==> src/rtl/xy_route_unit.sv <==
// Single-input XY route unit: a small flit FIFO feeding a packet FSM that latches
// the dimension-ordered route of each head flit and counts completed packets.
module xy_route_unit #(
  parameter int unsigned X_NODE_NUM = 4,
  parameter int unsigned Y_NODE_NUM = 4,
  parameter int unsigned X_W        = 2,
  parameter int unsigned Y_W        = 2,
  parameter int unsigned CUR_X      = 0,
  parameter int unsigned CUR_Y      = 0,
  parameter int unsigned FLIT_W     = 8,
  parameter int unsigned DEPTH      = 4
) (
  input  logic              clk,
  input  logic              rst_n,
  input  logic [FLIT_W-1:0] in_flit,
  input  logic              in_valid,
  output logic              in_ready,
  output logic [FLIT_W-1:0] out_flit,
  output logic              out_valid,
  input  logic              out_ready,
  output logic [2:0]        out_port,
  output logic [4:0]        out_req,
  output logic              err,
  output logic [15:0]       pkt_cnt
);

  localparam int unsigned  AW       = $clog2(DEPTH);
  localparam logic [AW:0]  LP_DEPTH = (AW+1)'(DEPTH);
  localparam logic [X_W-1:0] LP_CUR_X = X_W'(CUR_X);
  localparam logic [Y_W-1:0] LP_CUR_Y = Y_W'(CUR_Y);

  localparam logic [2:0] P_NONE  = 3'd0;
  localparam logic [2:0] P_LOCAL = 3'd1;
  localparam logic [2:0] P_EAST  = 3'd2;
  localparam logic [2:0] P_NORTH = 3'd3;
  localparam logic [2:0] P_WEST  = 3'd4;
  localparam logic [2:0] P_SOUTH = 3'd5;

  typedef enum logic {S_IDLE, S_ACTIVE} state_t;

  logic [FLIT_W-1:0] r_mem [DEPTH];
  logic [AW-1:0]     r_wptr;
  logic [AW-1:0]     r_rptr;
  logic [AW:0]       r_count;
  state_t            r_state;
  logic [2:0]        r_out_port;
  logic [4:0]        r_out_req;
  logic              r_err;
  logic [15:0]       r_pkt_cnt;

  logic              w_empty;
  logic              w_full;
  logic              w_push;
  logic              w_pop;
  logic [FLIT_W-1:0] w_front;
  logic              w_is_start;
  logic              w_is_end;
  logic [X_W-1:0]    w_dest_x;
  logic [Y_W-1:0]    w_dest_y;
  logic signed [X_W:0] w_dx;
  logic signed [Y_W:0] w_dy;
  logic              w_addr_err;
  logic [2:0]        w_route;

  function automatic logic [4:0] port_to_req(input logic [2:0] p);
    case (p)
      P_LOCAL: return 5'b00001;
      P_EAST:  return 5'b00010;
      P_WEST:  return 5'b00100;
      P_SOUTH: return 5'b01000;
      P_NORTH: return 5'b10000;
      default: return 5'b00000;
    endcase
  endfunction

  assign w_empty    = (r_count == '0);
  assign w_full     = (r_count == LP_DEPTH);
  assign w_front    = r_mem[r_rptr];
  // type field: bit1 set for head/single (opens a packet), bit0 set for tail/single
  assign w_is_start = w_front[FLIT_W-1];
  assign w_is_end   = w_front[FLIT_W-2];

  assign w_push = in_valid && !w_full;
  assign w_pop  = !w_empty && (((r_state == S_IDLE) && !w_is_start) ||
                               ((r_state == S_ACTIVE) && out_ready));

  assign w_dest_x   = w_front[X_W-1:0];
  assign w_dest_y   = w_front[X_W+Y_W-1:X_W];
  assign w_dx       = $signed({1'b0, w_dest_x}) - $signed({1'b0, LP_CUR_X});
  assign w_dy       = $signed({1'b0, w_dest_y}) - $signed({1'b0, LP_CUR_Y});
  assign w_addr_err = (32'(w_dest_x) >= X_NODE_NUM) || (32'(w_dest_y) >= Y_NODE_NUM);

  always_comb begin
    w_route = P_LOCAL;
    if (!w_addr_err) begin
      if (!w_dx[X_W] && (w_dx != '0))      w_route = P_EAST;
      else if (w_dx[X_W])                  w_route = P_WEST;
      else if (!w_dy[Y_W] && (w_dy != '0)) w_route = P_SOUTH;
      else if (w_dy[Y_W])                  w_route = P_NORTH;
    end
  end

  always_ff @(posedge clk) begin
    if (w_push) r_mem[r_wptr] <= in_flit;
  end

  always_ff @(posedge clk or negedge rst_n) begin
    if (!rst_n) begin
      r_wptr  <= '0;
      r_rptr  <= '0;
      r_count <= '0;
    end else begin
      if (w_push) r_wptr <= r_wptr + 1'b1;
      if (w_pop)  r_rptr <= r_rptr + 1'b1;
      if (w_push && !w_pop)      r_count <= r_count + 1'b1;
      else if (!w_push && w_pop) r_count <= r_count - 1'b1;
    end
  end

  always_ff @(posedge clk or negedge rst_n) begin
    if (!rst_n) begin
      r_state    <= S_IDLE;
      r_out_port <= P_NONE;
      r_out_req  <= '0;
      r_err      <= 1'b0;
      r_pkt_cnt  <= '0;
    end else begin
      r_err <= 1'b0;
      case (r_state)
        S_IDLE: begin
          if (!w_empty) begin
            if (w_is_start) begin
              r_state    <= S_ACTIVE;
              r_out_port <= w_route;
              r_out_req  <= port_to_req(w_route);
              r_err      <= w_addr_err;
            end else begin
              r_err <= 1'b1;
            end
          end
        end
        S_ACTIVE: begin
          if (w_pop) begin
            if (w_is_end) begin
              r_state    <= S_IDLE;
              r_out_port <= P_NONE;
              r_out_req  <= '0;
              r_pkt_cnt  <= r_pkt_cnt + 16'd1;
            end else if (w_is_start) begin
              r_err <= 1'b1;
            end
          end
        end
        default: r_state <= S_IDLE;
      endcase
    end
  end

  assign in_ready  = !w_full;
  assign out_flit  = w_front;
  assign out_valid = (r_state == S_ACTIVE) && !w_empty;
  assign out_port  = r_out_port;
  assign out_req   = r_out_req;
  assign err       = r_err;
  assign pkt_cnt   = r_pkt_cnt;

endmodule

==> config.mk <==
export PLATFORM = sky130hd
export DESIGN_NAME = xy_route_unit
export DESIGN_NICKNAME = d
export VERILOG_FILES = /design/src/rtl/xy_route_unit.sv
export SDC_FILE = /design/constraint.sdc
export NUM_CORES = 1
export LEC_CHECK = 0
export ABC_AREA = 1
export ABC_CLOCK_PERIOD_IN_PS = 2000
export BUFFER_PORTS_ARGS = -buffer_cell sky130_fd_sc_hd__clkbuf_2
export CAP_MARGIN = 20
export CORE_ASPECT_RATIO = 1.2
export CORE_MARGIN = 2
export CORE_UTILIZATION = 30
export DETAILED_ROUTE_END_ITERATION = 10
export PLACE_DENSITY = 0.56
export SYNTH_ARGS = -nofsm -noshare
export SYNTH_HDL_FRONTEND = slang
export SYNTH_SLANG_ARGS = --single-unit
==> constraint.sdc <==
create_clock -name clk -period 2 [get_ports clk]
set_clock_uncertainty 0.05 [all_clocks]
set_input_delay 0.2 -clock clk [delete_from_list [all_inputs] [get_ports clk]]
set_output_delay 0.2 -clock clk [all_outputs]
set_load 0.02 [all_outputs]
# Yosys cells after proc, flatten, opt, wreduce, memory -nomap -nowiden
# Memory sizes are Yosys's and may differ from the RTL's.
# Cells that the tools add are included.
# op_classes
n_eq_ne,10
n_bitwise,1
n_addsub,5
n_reduce_logical,19
muxes,27
# op_table
op,count
5-bit case mux with 5 select lines,1
3-bit 2-to-1 mux,8
5-bit 2-to-1 mux,4
16-bit by 1-bit adder with 16-bit output (second input constant),1
1-bit 2-to-1 mux,10
5-bit case mux with 2 select lines,1
3-bit == test (second input constant),3
1-bit logical AND,7
3-bit by 2-bit == test with 1-bit output (second input constant),2
2-bit inequality test (second input constant),3
3-bit case mux with 2 select lines,1
3-bit nonzero test,2
1-bit zero test,5
2-bit by 1-bit adder with 2-bit output (second input constant),2
1-bit case mux with 2 select lines,2
4-bit AND reduction,1
3-bit by 1-bit adder with 3-bit output (second input constant),1
3-bit by 1-bit == test with 1-bit output (second input constant),1
3-bit zero test,1
3-bit AND reduction,1
3-bit by 1-bit subtractor with 3-bit output (second input constant),1
2-bit by 1-bit inequality test with 1-bit output (second input constant),1
2-bit nonzero test,1
1-bit logical OR,1
1-bit NOT,1
# word_totals
regBits,33
ram_bits,32
memories,1
out_inout_bits,35
# mem_list
name,depth,width,read_ports,rd_clocked_by_memory_dff,wr,line,rtl
r_mem,4,8,1,0,1,41,logic [FLIT_W-1:0] r_mem [DEPTH];

# Depth between registers and ports, before layout
# An unclocked memory read counts as a cell.
# depth
depth_word,9
mapped_depth,14
ltp_nobuf,13

# Worst setup path before layout
# OpenSTA, ideal clock, no wires.
# synth_path
kind,register -> register
start,reg r_count[0]
end,reg r_count[1]
setup_ns,0.125
setup_slack_ns,-0.101
stages_incl_launch_ff,9
arrival_ns,1.926
synth_period_minus_slack_ns,2.101
path_cell_list,dfrtp_1 nor2_1 nand2_1 nand2_1 inv_1 ha_1 inv_1 fa_1 mux2_2
# synth_between
elab_chain_len,6
# synth_rtl
item,line,rtl
from (decl),44,logic [AW:0] r_count;
from (signal assigned),115,if (w_push && !w_pop) r_count <= r_count + 1'b1;
from (signal assigned),116,else if (!w_push && w_pop) r_count <= r_count - 1'b1;
3-bit == test (*),77,assign w_full = (r_count == LP_DEPTH);
1-bit zero test (*),-,
named net in_ready,17,"output logic in_ready,"
1-bit logical AND (*),83,assign w_push = in_valid && !w_full;
named net w_push,53,logic w_push;
1-bit zero test,116,
1-bit logical AND,116,
2-bit nonzero test (no source line),-,
# Mark *: on every way through the listed nets, which the timed path passes. The rest lies on a longest branch. The select of a mux whose other input is x is not followed.
# A chain may end at the register's enable or synchronous reset.

# Worst setup path in the final report
# layout_path
start,reg r_rptr[0]
end,reg r_count[1]
# layout_between
elab_chain_len,8
# layout_rtl
item,line,rtl
from (decl),43,logic [AW-1:0] r_rptr;
from (signal assigned),114,if (w_pop) r_rptr <= r_rptr + 1'b1;
memory 4 x 8 bit (*),-,
1-bit zero test (*),84,assign w_pop = !w_empty && (((r_state == S_IDLE) && !w_is_start) ||
1-bit logical AND (*),84,
1-bit logical OR (*),84,
1-bit logical AND (*),84,
1-bit zero test,115,
1-bit logical AND,115,
3-bit 2-to-1 mux / 2-bit nonzero test (equally long branches),-,
# Mark *: on every way between the ends. The rest lies on a longest branch, timed or not.

==> flow_summary.ini <==
[status]
status = complete, no violations

[routing]
final_antenna_net_count = 0
drtIter0Drc = 87
drc = 0
num_vias = 2367
routedWlPerCell_um = 12.4
routed_via_density = 4.44
dr.pass1.iters = 4
wirelength_mm = 6.62

[sta]
fmax_mhz = 511
fin_crit_ps = 1960
rsz0062_at_grt = yes
setup_slack_ps = 43.5
slew_violations = 0
finalCritPeriodShare_pct = 97.8
hold_viol = 0
tightest_slew_ps = 772
maxSlewHeadroom_pct = 48.5
finalSetupViolCount = 0

[power_and_ir_drop]
p_int_mw = 3.87
seq_power_share_pct = 30.7
p_clk_share_pct = 24.0
combPwrFrac_pct = 45.4
p_per_area_mw_per_mm2 = 1650
switching_share_pct = 39.9
irDropWorstVdd_mv = 0.963
total_power_mw = 6.44
p_leak_nw = 1.77
switchingPower_mw = 2.57

[global_route]
grt_pass1_vias = 2211
antenna_found_initial = 0
grt_max_degree = 30
grt_overflow = 0
grt_usage_pct = 13.0
grt_pass1_wl_mm = 10.6

[synth]
ys_seq_area_share_pct = 56.0
yosys_register_bits = 61
yosysWarnings = 0
syn-cell-area_mm2 = 0.00301
synthCells = 326
syn_avg_cell_area_um2 = 9.23
ys_types = 30

[final_layout]
layout.nets = 421
area_delta_synth_final_pct = 30.0
antenna_cells_inserted = 0
nFillCells = 995
finalInstanceArea_mm2 = 0.00391
drive_gt1_share_pct = 31.0

[critical_path]
worstSetupPathType = reg2reg
crit_path_max_fanout = 4
critPathRequiredTime_ps = 2150
end_kind = register
cp-start-kind = register
worstPathArrival_ps = 2110

[hold_path]
hp-class = in2reg

[clock_network]
cts_buffers = 9
cts_tree = built
clk_latency_ps = 320
cts_buffer_depth = 2
cts-root-buf = clkbuf_16
h-tree-depth = 3
cts_sinks = 61
path_clk_slew_ps = 60

[floorplan]
die_x_um = 95.4
core-area_mm2 = 0.00991
initial_core_util_pct = 30.4
io_pins = 47
row_count = 40
die_height_um = 114
die-area_mm2 = 0.0109

[placement]
hpwlAfterDp_mm = 4.69
gp_congestion = 0.801
port_buffers = 44
placed_cell_area_mm2 = 0.00348
place_ws_ps = -75.7

[job]
maxCapViolations = 0
==> logic make-up after synthesis <==
logic type	after synthesis	synth area share [%]
and+or+nand+nor	174	24.4
DFF	61	56.0
buffers and inverters	47	8.02
AOI/OAI and AO/OA	23	4.41
xor gates and xnor gates	12	3.49
adders and majority gates	7	3.16
other	1	0.125
muxes	1	0.374
==> layout make-up <==
cell class	count	area [µm²]	area share [%]
clock inverters	5	61.3	1.57
repair buffers	75	455	11.6
clock buffers	11	243	6.20
multi-input cells	219	1160	29.7
well taps	126	158	4.03
flip-flops and latches	61	1690	43.2
inverters	36	145	3.71
==> path summary, 6_finish.rpt <==
check                                              from                      end  slack, ps  cells past startpoint
min in group asynchronous                         rst_n   pkt_cnt[6]$_DFFE_PN0P_        440                      2
max in group asynchronous                         rst_n    r_rptr[0]$_DFFE_PN0P_        920                      2
worst max register to register    r_rptr[0]$_DFFE_PN0P_   r_count[1]$_DFFE_PN0P_         40                     10
worst max-delay path              r_rptr[0]$_DFFE_PN0P_   r_count[1]$_DFFE_PN0P_         40                     10
worst min-delay path                         in_flit[2]    r_mem[0][2]$_DFFE_PP_         40                      1
worst min register to register  out_port[0]$_DFFE_PN0P_  out_port[0]$_DFFE_PN0P_        420                      2
==> power groups by stage <==
| stage | registers (mW) | clock network (mW) | logic (mW) |
|---|---|---|---|
| 5_1_grt | 2.02 | 1.64 | 3.26 |
| 3_3_place_gp | 1.97 | 0 | 2.63 |
| 2_1_floorplan | 2.06 | 0 | 1.67 |
| 6_report | 1.97 | 1.54 | 2.92 |
| 4_1_cts | 1.97 | 1.59 | 2.74 |
| 3_5_place_dp | 1.98 | 0 | 2.68 |
==> flip-flops by register name, indices dropped and copies added (netlist names) <==
name,flops
r_mem,32
out_req,2
err,1
out_port,2
r_rptr,2
r_wptr,2
r_count,3
r_state,1
pkt_cnt,16
==> Yosys cell counts <==
cell,number,share of area (%)
dfrtp_1,29,24
nor2_4,1,0.37
xnor2_1,6,1.7
nor3_1,1,0.17
a21oi_1,2,0.33
nor2_2,1,0.21
conb_1,1,0.12
buf_8,1,0.50
nand2_2,2,0.42
xor2_1,6,1.7
buf_6,3,1.1
buf_2,1,0.17
inv_6,1,0.29
inv_4,1,0.21
edfxtp_1,32,32
mux2_2,1,0.37
buf_4,6,1.5
o21ai_2,4,1.2
nand3_2,2,0.67
nand2_1,108,13
nand2_4,1,0.37
fa_1,1,0.67
nor2_1,28,3.5
nand4_1,6,1.2
o22ai_1,2,0.42
o21ai_1,1,0.17
o21ai_0,14,2.3
nand3_1,24,4.0
inv_1,34,4.2
ha_1,6,2.5
==> through the flow <==
stage,cells,hold slack (ps),TNS [ps],util [%]
2_1_floorplan,327,-146,-70.3,-
3_3_place_gp,510,260,-20.4,35.2
3_5_place_dp,510,278,-127,35.2
4_1_cts,528,29.3,0,38.6
5_1_grt,533,44.9,-92.1,39.5
6_report,533,38.4,0,39.5
==> per-layer routing <==
layer  global-route usage (%)  up-vias  routed length, µm  part of all wire (%)
li1                         -     1197                  -                     -
met1                     14.7     1099               2710                    41
met2                     22.9       64               3460                    52
met3                     4.10        7                367                   5.5
met4                     4.57        0                 85                   1.3
met5                        0        -                  0                     0
==> cells in the final DEF, fill, tap and decap left out, types with 4 or more instances in the layout <==
cell | Yosys | routed
buf_4 | 6 | 30
clkbuf_16 | 0 | 9
clkbuf_2 | 0 | 44
dfrtp_1 | 29 | 27
edfxtp_1 | 32 | 32
ha_1 | 6 | 5
inv_1 | 34 | 30
nand2_1 | 108 | 98
nand2_2 | 2 | 11
nand3_1 | 24 | 22
nand4_1 | 6 | 6
nor2_1 | 28 | 26
o21ai_0 | 14 | 13
o21ai_2 | 4 | 4
xnor2_1 | 6 | 6
xor2_1 | 6 | 6
==> critical path, cell delays in order, from the launching register on <==
cell and delay [ps]:
dfrtp_2 450, nand2_2 80, nand3_2 100, nand2_2 90, nand2_2 50, nand2_2 70, inv_2 50, ha_4 150
inv_4 50, fa_2 420, mux2_4 270
==> what timing repair did <==
action                                  in CTS  in global routing
resized for setup                            7                 17
endpoints found under the hold margin       29                  0
endpoints found under the setup margin       2                  2
pin swaps                                    1                  8
setup buffers                                1                  5
hold buffers                                 1                  0
No activity file was read; power rests on OpenSTA's default activity.
